[src/rtl/ctrl_pipe.sv]
// Pipeline control for a 5-stage MIPS-style core: hazard stall, branch/jump redirect,
// EX/MEM/WB control registers and operand forwarding (forwarding enabled by CTRL_PIPE_FWD_EN).
module ctrl_pipe #(
  parameter int REG_W = 5
) (
  input  logic             clk,
  input  logic             rst,
  input  logic             id_valid,
  input  logic [REG_W-1:0] id_rs,
  input  logic [REG_W-1:0] id_rt,
  input  logic [REG_W-1:0] id_rd,
  input  logic             id_reg_dst,
  input  logic             id_reg_write,
  input  logic             id_alu_src,
  input  logic             id_mem_write,
  input  logic             id_mem_to_reg,
  input  logic             id_beq,
  input  logic             id_bne,
  input  logic             id_j,
  input  logic             ex_zero,
  output logic             stall,
  output logic             flush_if,
  output logic [1:0]       pc_src,
  output logic             ex_alu_src,
  output logic             ex_reg_dst,
  output logic [1:0]       fwd_a,
  output logic [1:0]       fwd_b,
  output logic             mem_write,
  output logic             mem_read,
  output logic             wb_reg_write,
  output logic             wb_mem_to_reg,
  output logic [REG_W-1:0] wb_dst
);

  localparam logic [REG_W-1:0] R0 = {REG_W{1'b0}};

  typedef struct packed {
    logic             valid;
    logic             reg_write;
    logic             mem_to_reg;
    logic             mem_write;
    logic             alu_src;
    logic             reg_dst;
    logic             beq;
    logic             bne;
    logic [REG_W-1:0] dst;
    logic [REG_W-1:0] rs;
    logic [REG_W-1:0] rt;
  } ex_t;

  typedef struct packed {
    logic             valid;
    logic             reg_write;
    logic             mem_to_reg;
    logic             mem_write;
    logic [REG_W-1:0] dst;
  } mem_t;

  typedef struct packed {
    logic             valid;
    logic             reg_write;
    logic             mem_to_reg;
    logic [REG_W-1:0] dst;
  } wb_t;

  ex_t  ex_q,  ex_d;
  mem_t mem_q, mem_d;
  wb_t  wb_q,  wb_d;

  logic [REG_W-1:0] id_dst;
  logic             id_rw;
  logic             id_rt_used;
  logic             load_use;
  logic             hazard;
  logic             taken;
  logic             jump;

  // A producer in a later stage conflicts when it writes a nonzero register read by ID.
  function automatic logic src_hit(input logic [REG_W-1:0] dst,
                                   input logic [REG_W-1:0] rs,
                                   input logic [REG_W-1:0] rt,
                                   input logic             rt_used);
    return (dst != R0) && ((dst == rs) || (rt_used && (dst == rt)));
  endfunction

  assign id_dst     = id_reg_dst ? id_rd : id_rt;
  assign id_rw      = id_reg_write & (id_dst != R0);
  assign id_rt_used = ~id_alu_src | id_mem_write;

  assign load_use = id_valid & ex_q.valid & ex_q.mem_to_reg &
                    src_hit(ex_q.dst, id_rs, id_rt, id_rt_used);

`ifdef CTRL_PIPE_FWD_EN
  assign hazard = load_use;
`else
  assign hazard = load_use |
                  (id_valid & ex_q.valid & ex_q.reg_write &
                   src_hit(ex_q.dst, id_rs, id_rt, id_rt_used)) |
                  (id_valid & mem_q.valid & mem_q.reg_write &
                   src_hit(mem_q.dst, id_rs, id_rt, id_rt_used));
`endif

  assign taken = ex_q.valid & ((ex_q.beq & ex_zero) | (ex_q.bne & ~ex_zero));
  assign jump  = id_valid & id_j & ~taken & ~hazard;

  // Redirect and hold; reset suppresses every request.
  always_comb begin
    stall    = 1'b0;
    flush_if = 1'b0;
    pc_src   = 2'b00;
    if (rst) begin
      stall    = 1'b0;
    end else if (taken) begin
      flush_if = 1'b1;
      pc_src   = 2'b01;
    end else if (hazard) begin
      stall    = 1'b1;
    end else if (jump) begin
      flush_if = 1'b1;
      pc_src   = 2'b10;
    end else begin
      pc_src   = 2'b00;
    end
  end

  // Stage advance; a squashed or stalled ID becomes a bubble in EX.
  always_comb begin
    ex_d = {$bits(ex_t){1'b0}};
    if (taken || hazard || !id_valid) begin
      ex_d = {$bits(ex_t){1'b0}};
    end else begin
      ex_d.valid      = 1'b1;
      ex_d.reg_write  = id_rw & ~id_j;
      ex_d.mem_to_reg = id_mem_to_reg;
      ex_d.mem_write  = id_mem_write;
      ex_d.alu_src    = id_alu_src;
      ex_d.reg_dst    = id_reg_dst;
      ex_d.beq        = id_beq;
      ex_d.bne        = id_bne;
      ex_d.dst        = id_dst;
      ex_d.rs         = id_rs;
      ex_d.rt         = id_rt;
    end
    mem_d.valid      = ex_q.valid;
    mem_d.reg_write  = ex_q.reg_write;
    mem_d.mem_to_reg = ex_q.mem_to_reg;
    mem_d.mem_write  = ex_q.mem_write;
    mem_d.dst        = ex_q.dst;
    wb_d.valid       = mem_q.valid;
    wb_d.reg_write   = mem_q.reg_write;
    wb_d.mem_to_reg  = mem_q.mem_to_reg;
    wb_d.dst         = mem_q.dst;
  end

  // Stage registers.
  always_ff @(posedge clk) begin
    if (rst) begin
      ex_q  <= {$bits(ex_t){1'b0}};
      mem_q <= {$bits(mem_t){1'b0}};
      wb_q  <= {$bits(wb_t){1'b0}};
    end else begin
      ex_q  <= ex_d;
      mem_q <= mem_d;
      wb_q  <= wb_d;
    end
  end

`ifdef CTRL_PIPE_FWD_EN
  // MEM result is younger than WB, so it takes priority.
  always_comb begin
    fwd_a = 2'b00;
    fwd_b = 2'b00;
    if (mem_q.valid && mem_q.reg_write && (mem_q.dst == ex_q.rs) && (ex_q.rs != R0)) begin
      fwd_a = 2'b10;
    end else if (wb_q.valid && wb_q.reg_write && (wb_q.dst == ex_q.rs) && (ex_q.rs != R0)) begin
      fwd_a = 2'b01;
    end else begin
      fwd_a = 2'b00;
    end
    if (mem_q.valid && mem_q.reg_write && (mem_q.dst == ex_q.rt) && (ex_q.rt != R0)) begin
      fwd_b = 2'b10;
    end else if (wb_q.valid && wb_q.reg_write && (wb_q.dst == ex_q.rt) && (ex_q.rt != R0)) begin
      fwd_b = 2'b01;
    end else begin
      fwd_b = 2'b00;
    end
  end
`else
  assign fwd_a = 2'b00;
  assign fwd_b = 2'b00;
`endif

  assign ex_alu_src    = ex_q.alu_src;
  assign ex_reg_dst    = ex_q.reg_dst;
  assign mem_write     = mem_q.valid & mem_q.mem_write;
  assign mem_read      = mem_q.valid & mem_q.mem_to_reg;
  assign wb_reg_write  = wb_q.valid & wb_q.reg_write;
  assign wb_mem_to_reg = wb_q.valid & wb_q.mem_to_reg;
  assign wb_dst        = wb_q.dst;

endmodule

[config.mk]
export PLATFORM = sky130hd
export DESIGN_NAME = ctrl_pipe
export DESIGN_NICKNAME = d
export VERILOG_FILES = /design/src/rtl/ctrl_pipe.sv
export SDC_FILE = /design/constraint.sdc
export NUM_CORES = 1
export LEC_CHECK = 0
export BUFFER_PORTS_ARGS = -buffer_cell sky130_fd_sc_hd__buf_2
export CAP_MARGIN = 30
export CORE_ASPECT_RATIO = 0.5
export CORE_MARGIN = 1.5
export CORE_UTILIZATION = 48
export DETAILED_ROUTE_END_ITERATION = 12
export GPL_ROUTABILITY_DRIVEN = 0
export GPL_TIMING_DRIVEN = 1
export PLACE_DENSITY = 0.88
export SYNTH_ARGS = -nofsm -noshare
export SYNTH_HDL_FRONTEND = slang
export SYNTH_SLANG_ARGS = --single-unit
[constraint.sdc]
create_clock -name clk -period 1.8 [get_ports clk]
set_input_delay 0.09 -clock clk [delete_from_list [all_inputs] [get_ports clk]]
set_output_delay 0.09 -clock clk [all_outputs]
set_load 0.01 [all_outputs]
==> reports/results.ini <==
[cts]
h-tree-depth = 2
path_clk_slew_ns = 0.06
ctsRootBufferMaster = clkbuf_8
cts_buffers = 5
clk_latency_ns = 0.28
cts_tree = done
cts_buffer_depth = 2
cts_sinks = 30

[pwr]
p_sw_uw = 353
ir_drop_mv = 0.534
clkPwrFrac = 0.381
power_density_nw_per_um2 = 833
switching_share = 0.245
pwr-share-comb = 0.129
pwr-share-seq = 0.490
leakage_nw = 0.747
power.internal_mw = 1.09

[yosys]
yosys_warnings = 0
synth_area_um2 = 1330
synth_cell_types = 28
ys_seq_area_frac = 0.453
synth_seq_cells = 30
syn-instance-count = 132
synth.avg_cell_area_um2 = 10.0

[detailed_routing]
via_count = 1036
drc = 0
routed_wl_um = 3010
drt_iter0_markers = 69
vias_per_cell = 4.89
final_antenna_net_count = 0
wl_per_cell_um = 14.2
firstDrtPassIters = 4

[finish]
fin_area_um2 = 1730
drive_gt1_frac = 0.417
fin_nets = 201
syn_to_final_growth_pct = 30.6
final.fill_count = 189
final_common_cell = buf_2
layout_common_cells = buf_2, nor2b_1, dfxtp_1, xnor2_1, and2_1
n_antenna_cell = 0

[place]
placed_area_um2 = 1510
dpl.hpwl_um = 1920
io_buffers = 41

[setup_path]
crit_required_ns = 1.71
path_max_fanout = 4
r2r-end = ex_q[14]
regToRegSetupSlack_ns = 0.10
max_stage_delay_ns = 0.34
cp_cell_sequence = xnor2_1 > nand4_1 > o32ai_4 > a221oi_4 > a21o_1 > buf_2
worst_ep_arrival_time_ns = 1.75
start_kind = flop
slowest_stage = dfxtp_2
path_class = flop to primary output
r2r-start = ex_q[13]
cp-end-kind = primary output
r2r_cells = 7

[die]
core_um2 = 2600
die_w_um = 77.3
io-pin-count = 46
dieHeight_um = 40.2
die-area_um2 = 3100
rows = 13
start_util = 0.509

[min_path]
min_to = ex_q[15]
hold_depth = 2
hold_path_class = input pin to flop
hold_start = id_bne

[global_routing]
grt_util_all_layers = 0.189
grt_max_degree = 19
grt_first_pass_wirelength_um = 4180
grt-ovfl-total = 0
antenna_found_initial = 0
grt_pass1_vias = 866

[sta]
finalCriticalPeriod_ns = 1.84
clock_skew_ns = 0.00594
finalSetupViolCount = 2
final.setup.tns_ns = -0.0811
fin_ws_ns = -0.0415
rsz0062_at_grt = true
hold_ws_ns = 0.0110
fin_crit_sh = 1.02
slew_violations = 0
max_freq_ghz = 0.543
hold_violations = 0

[outcome]
violations = setup timing
outcome = complete, but fails checks

[run]
max_cap_viol_count = 0

==> per-layer routing <==
metal  share of wire  vias up  wire [µm]  global-route usage
met2            0.47       49       1410               0.307
met3           0.084        4        252              0.0705
met5               0        -          0                   0
met1            0.44      479       1320               0.239
li1                -      504          -                   -
met4          0.0083        0         25              0.0682
==> power by group through the flow <==
stage / registers, mW / clock network (mW) / logic [mW]
final: 0.706 / 0.549 / 0.186
after global routing: 0.708 / 0.583 / 0.199
after CTS: 0.705 / 0.552 / 0.169
after detailed placement: 0.718 / 0 / 0.153
after global placement: 0.716 / 0 / 0.148
after floorplan: 0.714 / 0 / 0.101
==> cells in the mapped netlist <==
cell type,instances,area share
xnor2_1,18,0.12
nand4_1,2,0.0094
a22oi_1,1,0.0057
nor2_1,3,0.0085
nand2_1,3,0.0085
xor2_1,2,0.013
dfxtp_1,30,0.45
a21o_1,1,0.0057
mux2_1,1,0.0085
nand3_1,3,0.011
o211ai_1,1,0.0057
a21oi_1,3,0.011
and4b_1,1,0.0076
o32ai_1,1,0.0066
or4_1,1,0.0057
buf_4,9,0.051
buf_1,1,0.0028
nor3_1,4,0.015
a31oi_1,1,0.0047
clkbuf_1,1,0.0028
o32ai_2,1,0.012
and2_1,12,0.057
conb_1,1,0.0028
mux2i_1,5,0.038
a221oi_2,1,0.011
and2b_1,1,0.0057
buf_6,1,0.0085
nor2b_1,23,0.11
==> logic make-up (layout without fill, tap and decap cells) <==
group	count (synthesis)	after routing	share of synthesized area
AOI/OAI and AO/OA	10	10	0.0633
xor gates and xnor gates	20	20	0.132
buffers and inverters	12	52	0.0651
DFF	30	30	0.453
muxes	6	6	0.0463
other	1	4	0.00283
and+or+nand+nor	53	53	0.237
==> registers in the layout, summed over array words and instances (netlist names) <==
register,flops
wb_q,3
ex_q,11
mem_q,9
ex_reg_dst,1
wb_dst,5
ex_alu_src,1
==> through the flow <==
| step | util | total power [mW] | cells | worst slack, ns |
|---|---|---|---|---|
| 2_1_floorplan | - | 0.815 | 135 | 0.296 |
| 4_1_cts | 0.641 | 1.43 | 212 | 0.0131 |
| 6_report | 0.665 | 1.44 | 212 | -0.0415 |
| 3_3_place_gp | 0.580 | 0.864 | 202 | 0.104 |
| 5_1_grt | 0.665 | 1.49 | 212 | -0.0945 |
| 3_5_place_dp | 0.580 | 0.871 | 202 | 0.0795 |
==> worst max-delay path, delay by kind of cell, from the launching register on <==
family                    cells  cell delay, ns
buffers and inverters         1            0.13
AOI/OAI and AO/OA             3            0.65
and+or+nand+nor               1            0.18
DFF                           1            0.34
xor gates and xnor gates      1            0.17
==> repair_timing <==
| action | in CTS | in global routing |
|---|---|---|
| hold buffers | 0 | 0 |
| resized for setup | 15 | 10 |
| setup buffers | 2 | 0 |
| cloned | 0 | 0 |
| setup endpoints to repair | 3 | 3 |
| pin swaps | 4 | 2 |
==> layout make-up <==
class | count | area, µm² | share of cell area
clock buffer | 7 | 86.3 | 0.0499
timing repair buffer | 44 | 228 | 0.132
multi-input combinational | 93 | 748 | 0.432
sequential | 30 | 617 | 0.356
tap | 37 | 46.3 | 0.0268
clock inverter | 1 | 5.00 | 0.00289
==> worst max-delay path by stage <==
stage,start,end,slack [ns],cells past startpoint
after floorplan,mem_q[2],flush_if,0.30,6
after global placement,ex_q[16],ex_q[12],0.10,6
after detailed placement,ex_q[16],ex_q[10],0.08,6
after CTS,mem_q[3],flush_if,0.01,6
after global routing,ex_q[13],flush_if,-0.09,6
final,ex_q[13],flush_if,-0.04,6
No activity file was read; power rests on OpenSTA's default activity.
